### src/rtl/ccd_dvp_capture.sv
`default_nettype none
//==============================================================================
// Module   : ccd_dvp_capture
// Brief    : DVP camera capture front end. Samples the sensor byte bus in the
//            PCLK domain, packs byte pairs into RGB565 pixels and emits a
//            valid-qualified stream with SOF/EOL markers. Measures frame
//            geometry and flags malformed lines.
// Options  : DVP_CAPTURE_SIZE_CHECK_EN - when defined, compares each line's
//            pixel count with H_PIXELS and each frame's line count with
//            V_LINES and raises sticky size_err on a mismatch.
// Revision : 1.0 - initial release
//==============================================================================
module ccd_dvp_capture #(
    parameter int FRAME_SKIP = 2,
    parameter int H_PIXELS   = 320,
    parameter int V_LINES    = 240
) (
    input  logic        CCD_PCLK,
    input  logic        CCD_RSTN,
    input  logic        CCD_VSYNC,
    input  logic        CCD_HSYNC,
    input  logic [7:0]  CCD_DATA,
    input  logic        capture_en,
    output logic        pix_valid,
    output logic [15:0] pix_data,
    output logic        pix_sof,
    output logic        pix_eol,
    output logic        frame_done,
    output logic [15:0] frame_cnt,
    output logic [11:0] h_size,
    output logic [11:0] v_size,
    output logic        line_err,
    output logic        size_err
);

    typedef enum logic [1:0] {
        ST_WAIT_BLANK = 2'd0,
        ST_WAIT_FRAME = 2'd1,
        ST_SKIP       = 2'd2,
        ST_ACTIVE     = 2'd3
    } state_t;

    localparam logic [11:0] c_CNT_MAX = 12'hFFF;

    // Two-stage input sampling; s1 doubles as one-cycle lookahead for s2
    logic       r_s1_vs, r_s1_hs;
    logic [7:0] r_s1_data;
    logic       r_s2_vs, r_s2_hs;
    logic [7:0] r_s2_data;
    logic       r_vs_d;

    state_t      r_state;
    logic [15:0] r_skip_cnt;
    logic        r_phase;
    logic [7:0]  r_byte_hi;
    logic [11:0] r_pix_cnt;
    logic [11:0] r_line_cnt;
    logic        r_line_open;
    logic        r_sof_pending;

    logic        r_pix_valid;
    logic [15:0] r_pix_data;
    logic        r_pix_sof;
    logic        r_pix_eol;
    logic        r_frame_done;
    logic [15:0] r_frame_cnt;
    logic [11:0] r_h_size;
    logic [11:0] r_v_size;
    logic        r_line_err;

    logic        w_byte;
    logic        w_last;
    logic        w_frame_end;
    logic        w_frame_start;
    logic [11:0] w_pix_next;
    logic [11:0] w_line_next;
    logic [11:0] w_v_final;

    // Byte present in s2 during an active frame; last byte when s1 shows HSYNC low
    assign w_byte        = r_s2_hs && !r_s2_vs;
    assign w_last        = w_byte && !r_s1_hs;
    // VSYNC rising seen in s2 closes a frame
    assign w_frame_end   = r_s2_vs && !r_vs_d;
    // VSYNC falling seen one cycle early so the first byte of the frame is not lost
    assign w_frame_start = r_s2_vs && !r_s1_vs;
    assign w_pix_next    = (r_pix_cnt  == c_CNT_MAX) ? r_pix_cnt  : r_pix_cnt  + 12'd1;
    assign w_line_next   = (r_line_cnt == c_CNT_MAX) ? r_line_cnt : r_line_cnt + 12'd1;
    // A line still open when VSYNC rises counts toward the frame height
    assign w_v_final     = r_line_open ? w_line_next : r_line_cnt;

`ifdef DVP_CAPTURE_SIZE_CHECK_EN
    logic r_size_err;
    assign size_err = r_size_err;
`else
    logic w_unused_cfg;
    assign w_unused_cfg = ^{12'(H_PIXELS), 12'(V_LINES)};
    assign size_err     = 1'b0;
`endif

    // Input synchroniser registers plus delayed s2 VSYNC for edge detection
    always_ff @(posedge CCD_PCLK or negedge CCD_RSTN) begin
        if (!CCD_RSTN) begin
            r_s1_vs   <= 1'b0;
            r_s1_hs   <= 1'b0;
            r_s1_data <= 8'd0;
            r_s2_vs   <= 1'b0;
            r_s2_hs   <= 1'b0;
            r_s2_data <= 8'd0;
            r_vs_d    <= 1'b0;
        end else begin
            r_s1_vs   <= CCD_VSYNC;
            r_s1_hs   <= CCD_HSYNC;
            r_s1_data <= CCD_DATA;
            r_s2_vs   <= r_s1_vs;
            r_s2_hs   <= r_s1_hs;
            r_s2_data <= r_s1_data;
            r_vs_d    <= r_s2_vs;
        end
    end

    // Frame gating FSM, byte packer, geometry counters and registered outputs
    always_ff @(posedge CCD_PCLK or negedge CCD_RSTN) begin
        if (!CCD_RSTN) begin
            r_state       <= ST_WAIT_BLANK;
            r_skip_cnt    <= 16'd0;
            r_phase       <= 1'b0;
            r_byte_hi     <= 8'd0;
            r_pix_cnt     <= 12'd0;
            r_line_cnt    <= 12'd0;
            r_line_open   <= 1'b0;
            r_sof_pending <= 1'b0;
            r_pix_valid   <= 1'b0;
            r_pix_data    <= 16'd0;
            r_pix_sof     <= 1'b0;
            r_pix_eol     <= 1'b0;
            r_frame_done  <= 1'b0;
            r_frame_cnt   <= 16'd0;
            r_h_size      <= 12'd0;
            r_v_size      <= 12'd0;
            r_line_err    <= 1'b0;
`ifdef DVP_CAPTURE_SIZE_CHECK_EN
            r_size_err    <= 1'b0;
`endif
        end else begin
            r_pix_valid  <= 1'b0;
            r_pix_sof    <= 1'b0;
            r_pix_eol    <= 1'b0;
            r_frame_done <= 1'b0;

            case (r_state)
                ST_WAIT_BLANK: begin
                    // Only start looking for frames once blanking is seen
                    if (r_s2_vs) begin
                        r_state <= ST_WAIT_FRAME;
                    end
                end

                ST_WAIT_FRAME: begin
                    if (w_frame_start) begin
                        if (32'(r_skip_cnt) < FRAME_SKIP) begin
                            r_skip_cnt <= r_skip_cnt + 16'd1;
                            r_state    <= ST_SKIP;
                        end else if (capture_en) begin
                            r_state       <= ST_ACTIVE;
                            r_phase       <= 1'b0;
                            r_pix_cnt     <= 12'd0;
                            r_line_cnt    <= 12'd0;
                            r_line_open   <= 1'b0;
                            r_sof_pending <= 1'b1;
                            r_line_err    <= 1'b0;
`ifdef DVP_CAPTURE_SIZE_CHECK_EN
                            r_size_err    <= 1'b0;
`endif
                        end else begin
                            r_state <= ST_SKIP;
                        end
                    end
                end

                ST_SKIP: begin
                    if (w_frame_end) begin
                        r_state <= ST_WAIT_FRAME;
                    end
                end

                ST_ACTIVE: begin
                    if (w_frame_end) begin
                        r_state      <= ST_WAIT_FRAME;
                        r_frame_done <= 1'b1;
                        r_frame_cnt  <= r_frame_cnt + 16'd1;
                        r_v_size     <= w_v_final;
                        r_phase      <= 1'b0;
                        r_line_open  <= 1'b0;
                        if (r_phase) begin
                            r_line_err <= 1'b1;
                        end
`ifdef DVP_CAPTURE_SIZE_CHECK_EN
                        if (w_v_final != 12'(V_LINES)) begin
                            r_size_err <= 1'b1;
                        end
`endif
                    end else if (w_byte) begin
                        r_line_open <= 1'b1;
                        if (!r_phase) begin
                            r_byte_hi <= r_s2_data;
                            r_phase   <= 1'b1;
                            if (w_last) begin
                                // Dangling byte at line end: drop it and flag the line
                                r_phase     <= 1'b0;
                                r_line_err  <= 1'b1;
                                r_line_cnt  <= w_line_next;
                                r_pix_cnt   <= 12'd0;
                                r_line_open <= 1'b0;
                                if (r_line_cnt == 12'd0) begin
                                    r_h_size <= r_pix_cnt;
                                end
`ifdef DVP_CAPTURE_SIZE_CHECK_EN
                                if (r_pix_cnt != 12'(H_PIXELS)) begin
                                    r_size_err <= 1'b1;
                                end
`endif
                            end
                        end else begin
                            r_phase       <= 1'b0;
                            r_pix_valid   <= 1'b1;
                            r_pix_data    <= {r_byte_hi, r_s2_data};
                            r_pix_sof     <= r_sof_pending;
                            r_sof_pending <= 1'b0;
                            r_pix_eol     <= w_last;
                            r_pix_cnt     <= w_pix_next;
                            if (w_last) begin
                                r_line_cnt  <= w_line_next;
                                r_pix_cnt   <= 12'd0;
                                r_line_open <= 1'b0;
                                if (r_line_cnt == 12'd0) begin
                                    r_h_size <= w_pix_next;
                                end
`ifdef DVP_CAPTURE_SIZE_CHECK_EN
                                if (w_pix_next != 12'(H_PIXELS)) begin
                                    r_size_err <= 1'b1;
                                end
`endif
                            end
                        end
                    end else if (!r_s2_hs) begin
                        r_phase <= 1'b0;
                    end
                end

                default: begin
                    r_state <= ST_WAIT_BLANK;
                end
            endcase
        end
    end

    assign pix_valid  = r_pix_valid;
    assign pix_data   = r_pix_data;
    assign pix_sof    = r_pix_sof;
    assign pix_eol    = r_pix_eol;
    assign frame_done = r_frame_done;
    assign frame_cnt  = r_frame_cnt;
    assign h_size     = r_h_size;
    assign v_size     = r_v_size;
    assign line_err   = r_line_err;

endmodule
`default_nettype wire

### config.mk
export PLATFORM = sky130hd
export DESIGN_NAME = ccd_dvp_capture
export DESIGN_NICKNAME = d
export VERILOG_FILES = /design/src/rtl/ccd_dvp_capture.sv
export SDC_FILE = /design/constraint.sdc
export NUM_CORES = 1
export LEC_CHECK = 0
export BUFFER_PORTS_ARGS = -buffer_cell sky130_fd_sc_hd__buf_2
export CAP_MARGIN = 30
export CORE_AREA = 2 2 98 147
export CTS_BUF_LIST = sky130_fd_sc_hd__clkbuf_8 sky130_fd_sc_hd__clkbuf_16
export CTS_CLUSTER_DIAMETER = 50
export DETAILED_ROUTE_END_ITERATION = 7
export DIE_AREA = 0 0 100 149
export PLACE_DENSITY = 0.73
export SLEW_MARGIN = 15
export SYNTH_ARGS = -nofsm -noshare
export SYNTH_HDL_FRONTEND = slang
export SYNTH_SLANG_ARGS = --single-unit
### constraint.sdc
create_clock -name CCD_PCLK -period 2.6 [get_ports CCD_PCLK]
set_input_delay 0.52 -clock CCD_PCLK [delete_from_list [all_inputs] [get_ports CCD_PCLK]]
set_output_delay 0.52 -clock CCD_PCLK [all_outputs]
set_load 0.05 [all_outputs]
==> results.md, run 1 <==
- Initial DRT Pass Iterations: 7
- R2R cell count: 5
- Period minus WS final: 2.36 ns
- Final setup skew: 0.00881 ns
- Largest net degree at the start of global routing: 62
- Register area share after synthesis: 56.4%
- LEAKAGE: about 3.4 nW
- Count leader, synth: dfrtp_1
- Row count: 53
- Async set-reset flop share out of synthesis: 100%
- Maximum vdd drop: 0.701 mV
- Nets: roughly 640
- Final setup viols: 0
- Fmax: between 400 and 500 MHz
- Max-Cap Viols: 0
- Tcrit/Tclk final: around nine tenths
- Post-CTS Setup Inserts: 0
- Pwr Density: 1090 mW/mm^2
- DIE WIDTH: about 100 um
- Avg Cell Area, Syn: about 11 um^2
- Synth unique cells: 70
- FF+latch count, synth: around 140
- Top post-synthesis cells by count: 135 x dfrtp_1, 64 x nand2_1, 32 x clkbuf_1, 29 x nand3_1, 29 x nor2_1
- Clock Tree Buf Depth: 2
- Pins Over Slew Limit: 0
- Status: completed
- Worst-path fanout max: 16
- Vias in the first global route: 4,425
- Synth top area share: between 50% and 60%
- CTS Hold Bufs: 0
- Crit. End Element: flip-flop
- Placer Congestion: 0.906
- Area growth syn-to-layout: 18.3%
- Tot GR Track Use: 17.9%
- Reg-to-reg critical path endpoint: r_line_cnt[10]$_DFFE_PN0P_
- Setup slack, reg-to-reg: approximately 0.24 ns
- Initial Util: 43.4%
- Area contributors post-synth: dfrtp_1 56%, mux2_2 4.7%, nand2_1 4.0%, xnor2_1 2.9%, nand3_1 2.4%
- Num ports: 75
- Worst EP required: ~2.9 ns
- Initial antenna violation count: 0
- Clock latency on the worst-skew pair: between 0.4 and 0.5 ns
- Hold violation total from the final report: 0
- YS warnings: 0
- Cell taking the most area after synthesis: dfrtp_1
- Post-synth top flop: dfrtp_1
- Total Power: between 7 and 8 mW
- Initial drt markers: between 200 and 250
- Cell Area, Synth: roughly 0.006 mm^2
- Total gr overflow: 0
- DPL Wire Length: 8630 um
- Core Box Area: 0.0138 mm^2
- IO buf count: 73
- Fillers: ~1,200
- CTS resizes: 0
- Relative slew slack: around 57%
- RSZ-0062 raised after global routing: false
- Routed WL: approximately 13,000 um
- Final ANT Viol Nets: 0
- Share of layout cells above drive strength 1: between 20% and 30%
- Die area: roughly 0.015 mm^2
- Drt drc: 0
- Die extent in y: approximately 150 um
- Startpoint types: flip-flop
- Hold crit path type: input port to async pin
- Syn_nets: between 500 and 600
- Drt wl/cell: roughly 16 um
- TritonCTS sink count: 135
- Clock transition at path regs: 0.06 ns
- Post-synth EDFFs: 0
- Fin Setup TNS: 0 ns
- First-pass GRT wire length: 21,100 um
- Via-to-Cell Ratio: 5.57
- CTS buffer count: 17
- RR Startpoint: r_skip_cnt[1]$_DFFE_PN0P_
- Mapped Cells: approximately 560
- Worst slew pin tran: about 0.64 ns
- Ant diodes: 0
- Root Driver: clkbuf_16
- Number of H-tree levels: 4
- Via count: 4,431
- WP data arrival: between 2 and 3 ns
- CTS tree: done
- Setup Crit Path Kind: flip-flop to flip-flop
worst max-delay path by stage:
stage | from | to | slack (ns) | cells after the start
floorplan | r_skip_cnt[1]$_DFFE_PN0P_ | r_line_open$_DFFE_PN0P_ | 0.43 | 5
global placement | r_skip_cnt[1]$_DFFE_PN0P_ | r_line_cnt[11]$_DFFE_PN0P_ | 0.31 | 5
detailed placement | r_skip_cnt[1]$_DFFE_PN0P_ | r_line_cnt[10]$_DFFE_PN0P_ | 0.27 | 5
CTS | r_skip_cnt[1]$_DFFE_PN0P_ | r_line_cnt[10]$_DFFE_PN0P_ | 0.26 | 5
global route | r_skip_cnt[12]$_DFFE_PN0P_ | r_line_cnt[10]$_DFFE_PN0P_ | 0.14 | 5
finish | r_skip_cnt[1]$_DFFE_PN0P_ | r_line_cnt[10]$_DFFE_PN0P_ | 0.24 | 5
area by class of cell:
cell class | instances | area (um^2) | area share, %
clock buffer | 17 | 425 | 6.01
clock inverter | 15 | 200 | 2.83
inverter | 12 | 45.0 | 0.636
multi-input combinational | 368 | 2370 | 33.4
sequential | 135 | 3380 | 47.7
tap | 165 | 206 | 2.92
timing repair buffer | 83 | 459 | 6.49
cells in the final DEF, fill, tap and decap left out, types with 9 or more instances in the layout:
cell type / netlist / routed
o21ai_1: 17 / 17
and3_1: 10 / 10
nor3_1: 9 / 9
nand3_1: 29 / 29
mux2_2: 25 / 25
nor2_1: 29 / 29
dfrtp_1: 135 / 135
nand2_1: 64 / 64
a21oi_1: 19 / 19
nand4_1: 14 / 14
o21ai_0: 26 / 26
buf_4: 3 / 9
xnor2_1: 20 / 20
buf_2: 3 / 72
clkbuf_16: 0 / 17
inv_1: 11 / 13
per-layer routing:
metal | vias to the layer above | part of all wire [%] | GRT usage, %
li1 | 2090 | - | -
met1 | 2128 | 40 | 20.3
met2 | 180 | 51 | 30.9
met3 | 33 | 5.6 | 4.59
met4 | 0 | 2.6 | 8.90
met5 | - | 0 | 0
registers in the layout (all words and copies together) (netlist names), 8 cells and up:
register,count
r_skip_cnt,16
r_byte_hi,8
v_size,12
r_line_cnt,12
r_pix_cnt,12
frame_cnt,16
r_s1_data,8
r_s2_data,8
h_size,12
pix_data,16
power by group:
| group | total [mW] | internal (mW) | switching (mW) |
|---|---|---|---|
| clock network | 2.52 | 1.61 | 0.914 |
| registers | 3.05 | 2.55 | 0.507 |
| logic | 2.14 | 0.695 | 1.44 |
| total | 7.71 | 4.85 | 2.86 |
logic make-up after synthesis:
kind of cell | after synthesis | share of synthesized area (%)
compound gates | 110 | 11.9
xor+xnor | 27 | 3.95
fa+ha+maj | 5 | 1.05
buf+inv | 54 | 4.03
flops | 135 | 56.4
mux | 32 | 5.89
other cells | 1 | 0.0626
simple gates | 193 | 16.6
through the flow:
stage | cell area (um^2) | std cells | utilization [%] | worst slack, ns | hold WS [ns]
after floorplan | 5990 | 557 | - | 0.430 | 0.224
after global placement | 6450 | 763 | 46.8 | 0.308 | 0.332
after detailed placement | 6450 | 763 | 46.8 | 0.266 | 0.336
after CTS | 7080 | 795 | 51.3 | 0.260 | 0.111
after global routing | 7080 | 795 | 51.3 | 0.136 | 0.121
final | 7080 | 795 | 51.3 | 0.241 | 0.0729
critical path: stages (launching register included):
cell     delay (ns)
dfrtp_1        0.40
or4_1          0.51
or4_4          0.62
o21ai_4        0.40
nor3_1         0.10
o22a_1         0.22
No activity file was read; power rests on OpenSTA's default activity.
==> inputs of run 2 (changes only) <==
- CAP_MARGIN: 30 -> not set
- CORE_AREA: 2 2 98 147 -> 2 2 137 105
- DIE_AREA: 0 0 100 149 -> 0 0 139 107
- PLACE_DENSITY: 0.73 -> 0.74
==> results.md, run 2 (synthesized netlist as in run 1, its figures left out) <==
- Tcrit/Tclk final: 91.4% (+0.64 points)
- Ant diodes: 0 (unchanged)
- Setup Crit Path Kind: flip-flop to flip-flop
- Initial DRT Pass Iterations: 4 (-3)
- Status: completed
- Switching Fraction: 39.1% (+2.0 points)
- Setup crit start: r_skip_cnt[1]$_DFFE_PN0P_
- RSZ-0062 raised after global routing: false
- Nets: 638 (+0.47%)
- Die area: 0.0149 mm^2 (-0.18%)
- Clock latency on the worst-skew pair: 0.42 ns (about the same)
- Finished Layout Cells: 808 (+1.6%)
- CTS Hold Bufs: 0 (unchanged)
- WP data arrival: 2.68 ns (+0.03 ns)
- IO buf count: 73 (unchanged)
- Drt drc: 0 (unchanged)
- RR Startpoint: r_skip_cnt[1]$_DFFE_PN0P_
- Drt wl/cell: 15.6 um (-2.0%)
- Largest net degree at the start of global routing: 57 (-8.1%)
- Final setup viols: 0 (unchanged)
- Period minus WS final: 2.38 ns (+0.0168 ns)
- Via count: 4,450 (+0.43%)
- Total gr overflow: 0 (unchanged)
- Row count: 37 (-30%)
- Worst Setup EP: r_line_cnt[11]$_DFFE_PN0P_
- LEAKAGE: 3.33 nW (-0.68%)
- TritonCTS sink count: 135 (unchanged)
- Num ports: 75 (unchanged)
- Reg power frac: 40.9% (+1.3 points)
- Clock transition at path regs: 0.06 ns (about the same)
- Fin Setup TNS: 0 ns (unchanged)
- Tot GR Track Use: 17.8% (-0.10 points)
- Commonest non-fill, non-tap cell in the layout: dfrtp_1
- Total Power: 7.47 mW (-3.2%)
- First-pass GRT wire length: 21,100 um (about the same)
- Crit-path cells: or4_1 -> or4_4 -> o21ai_4 -> nor3_1 -> o22a_1
- Reg-to-reg critical path endpoint: r_line_cnt[11]$_DFFE_PN0P_
- CTS tree: done
- CP max stage cell: or4_4
- Worst-path fanout max: 16 (unchanged)
- Initial drt markers: 298 (+27%)
- Hold crit path type: input port to async pin
- Worst EP required: 2.90 ns (about the same)
- Internal power: 4.54 mW (-6.4%)
- Routed WL: 12,600 um (-0.40%)
- Via-to-Cell Ratio: 5.51 (-1.2%)
- Relative slew slack: 58.1% (+1.0 points)
- Leading cell types in the layout, fill and taps excluded: 135 x dfrtp_1, 72 x buf_2, 64 x nand2_1, 29 x nor2_1, 29 x nand3_1
- Initial antenna violation count: 0 (unchanged)
- Maximum vdd drop: 0.618 mV (-12%)
- CP peak stage delay: 0.62 ns (about the same)
- Placer Congestion: 0.891 (-1.7%)
- Placed cells: 776 (+1.7%)
- Clock Tree Buf Depth: 2 (unchanged)
- Vias in the first global route: 4,245 (-4.1%)
- Final hold slack: 0.0676 ns (-0.00532 ns)
- Die extent in y: 107 um (-28%)
- Startpoint types: flip-flop
- CTS resizes: 0 (unchanged)
- Pwr Density: 1060 mW/mm^2 (-2.8%)
- Root Driver: clkbuf_16
- R2R cell count: 5 (unchanged)
- Worst slew pin tran: 0.629 ns (-0.0149 ns)
- Share of layout cells above drive strength 1: 25.0% (+0.67 points)
- Setup slack, reg-to-reg: 0.22 ns (-0.02 ns)
- Core Box Area: 0.0135 mm^2 (-2.0%)
- CTS buffer count: 17 (unchanged)
- Fmax: 421 MHz (-0.70%)
- Final ANT Viol Nets: 0 (unchanged)
- Area growth syn-to-layout: 17.8%
- Psw: 2.92 mW (+2.1%)
- DPL Wire Length: 8860 um (+2.6%)
- DIE WIDTH: 139 um (+39%)
- Comb pwr share: 28.8% (+1.1 points)
- Hold violation total from the final report: 0 (unchanged)
- Pins Over Slew Limit: 0 (unchanged)
- Final setup skew: 0.0104 ns (+0.00164 ns)
- Initial Util: 44.3% (+0.88 points)
- Crit. End Element: flip-flop
- Clk pwr share: 30.3% (-2.4 points)
- Max-Cap Viols: 0 (unchanged)
- Number of H-tree levels: 4 (unchanged)
- Post-CTS Setup Inserts: 0 (unchanged)
## run 2: power groups by stage
stage	Combinational [mW]	Clock, mW	Sequential [mW]
floorplan	1.10	0	3.57
global placement	2.10	0	3.04
detailed placement	2.16	0	3.08
CTS	2.17	2.31	3.05
global route	2.33	2.42	3.12
finish	2.15	2.26	3.06
## run 2: how the worst min path moves through the flow
stage                            from                   endpoint  slack, ns  depth (start not counted)
2_1_floorplan                CCD_RSTN   frame_cnt[0]$_DFFE_PN0P_       0.22                          0
3_3_place_gp   r_s1_data[3]$_DFF_PN0_     r_s2_data[3]$_DFF_PN0_       0.33                          0
3_5_place_dp   r_s1_data[4]$_DFF_PN0_     r_s2_data[4]$_DFF_PN0_       0.33                          0
4_1_cts                      CCD_RSTN  r_skip_cnt[0]$_DFFE_PN0P_       0.08                          1
5_1_grt                      CCD_RSTN  r_skip_cnt[4]$_DFFE_PN0P_       0.09                          1
6_report                     CCD_RSTN  r_skip_cnt[4]$_DFFE_PN0P_       0.07                          1
## run 2: metal layers
layer  vias up  global-route usage, %  wire length [um]
li1       2098                      -                 -
met1      2163                   24.9              5920
met2       174                   25.8              5700
met3        15                   5.18               794
met4         0                   7.65               178
met5         -                      0                 0
## run 2: cell type report
cell class	count	area [um^2]
inverter	12	45.0
sequential	135	3380
multi-input combinational	368	2370
fill	1188	6470
timing repair buffer	86	482
clock buffer	19	453
clock inverter	13	109
tap	175	219
## run 2: worst max-delay path: cells and delay by family (launching register included)
family | cells | cell delay, ns
DFF | 1 | 0.40
AOI/OAI and AO/OA | 2 | 0.59
and+or+nand+nor | 3 | 1.27
## run 2: metrics by stage
step,cell area [um^2],util [%],setup WS (ns)
after CTS,7050,52.2,0.229
after floorplan,5990,-,0.430
after detailed placement,6490,48.0,0.233
after global placement,6490,48.0,0.281
final,7050,52.2,0.224
after global routing,7050,52.2,0.147
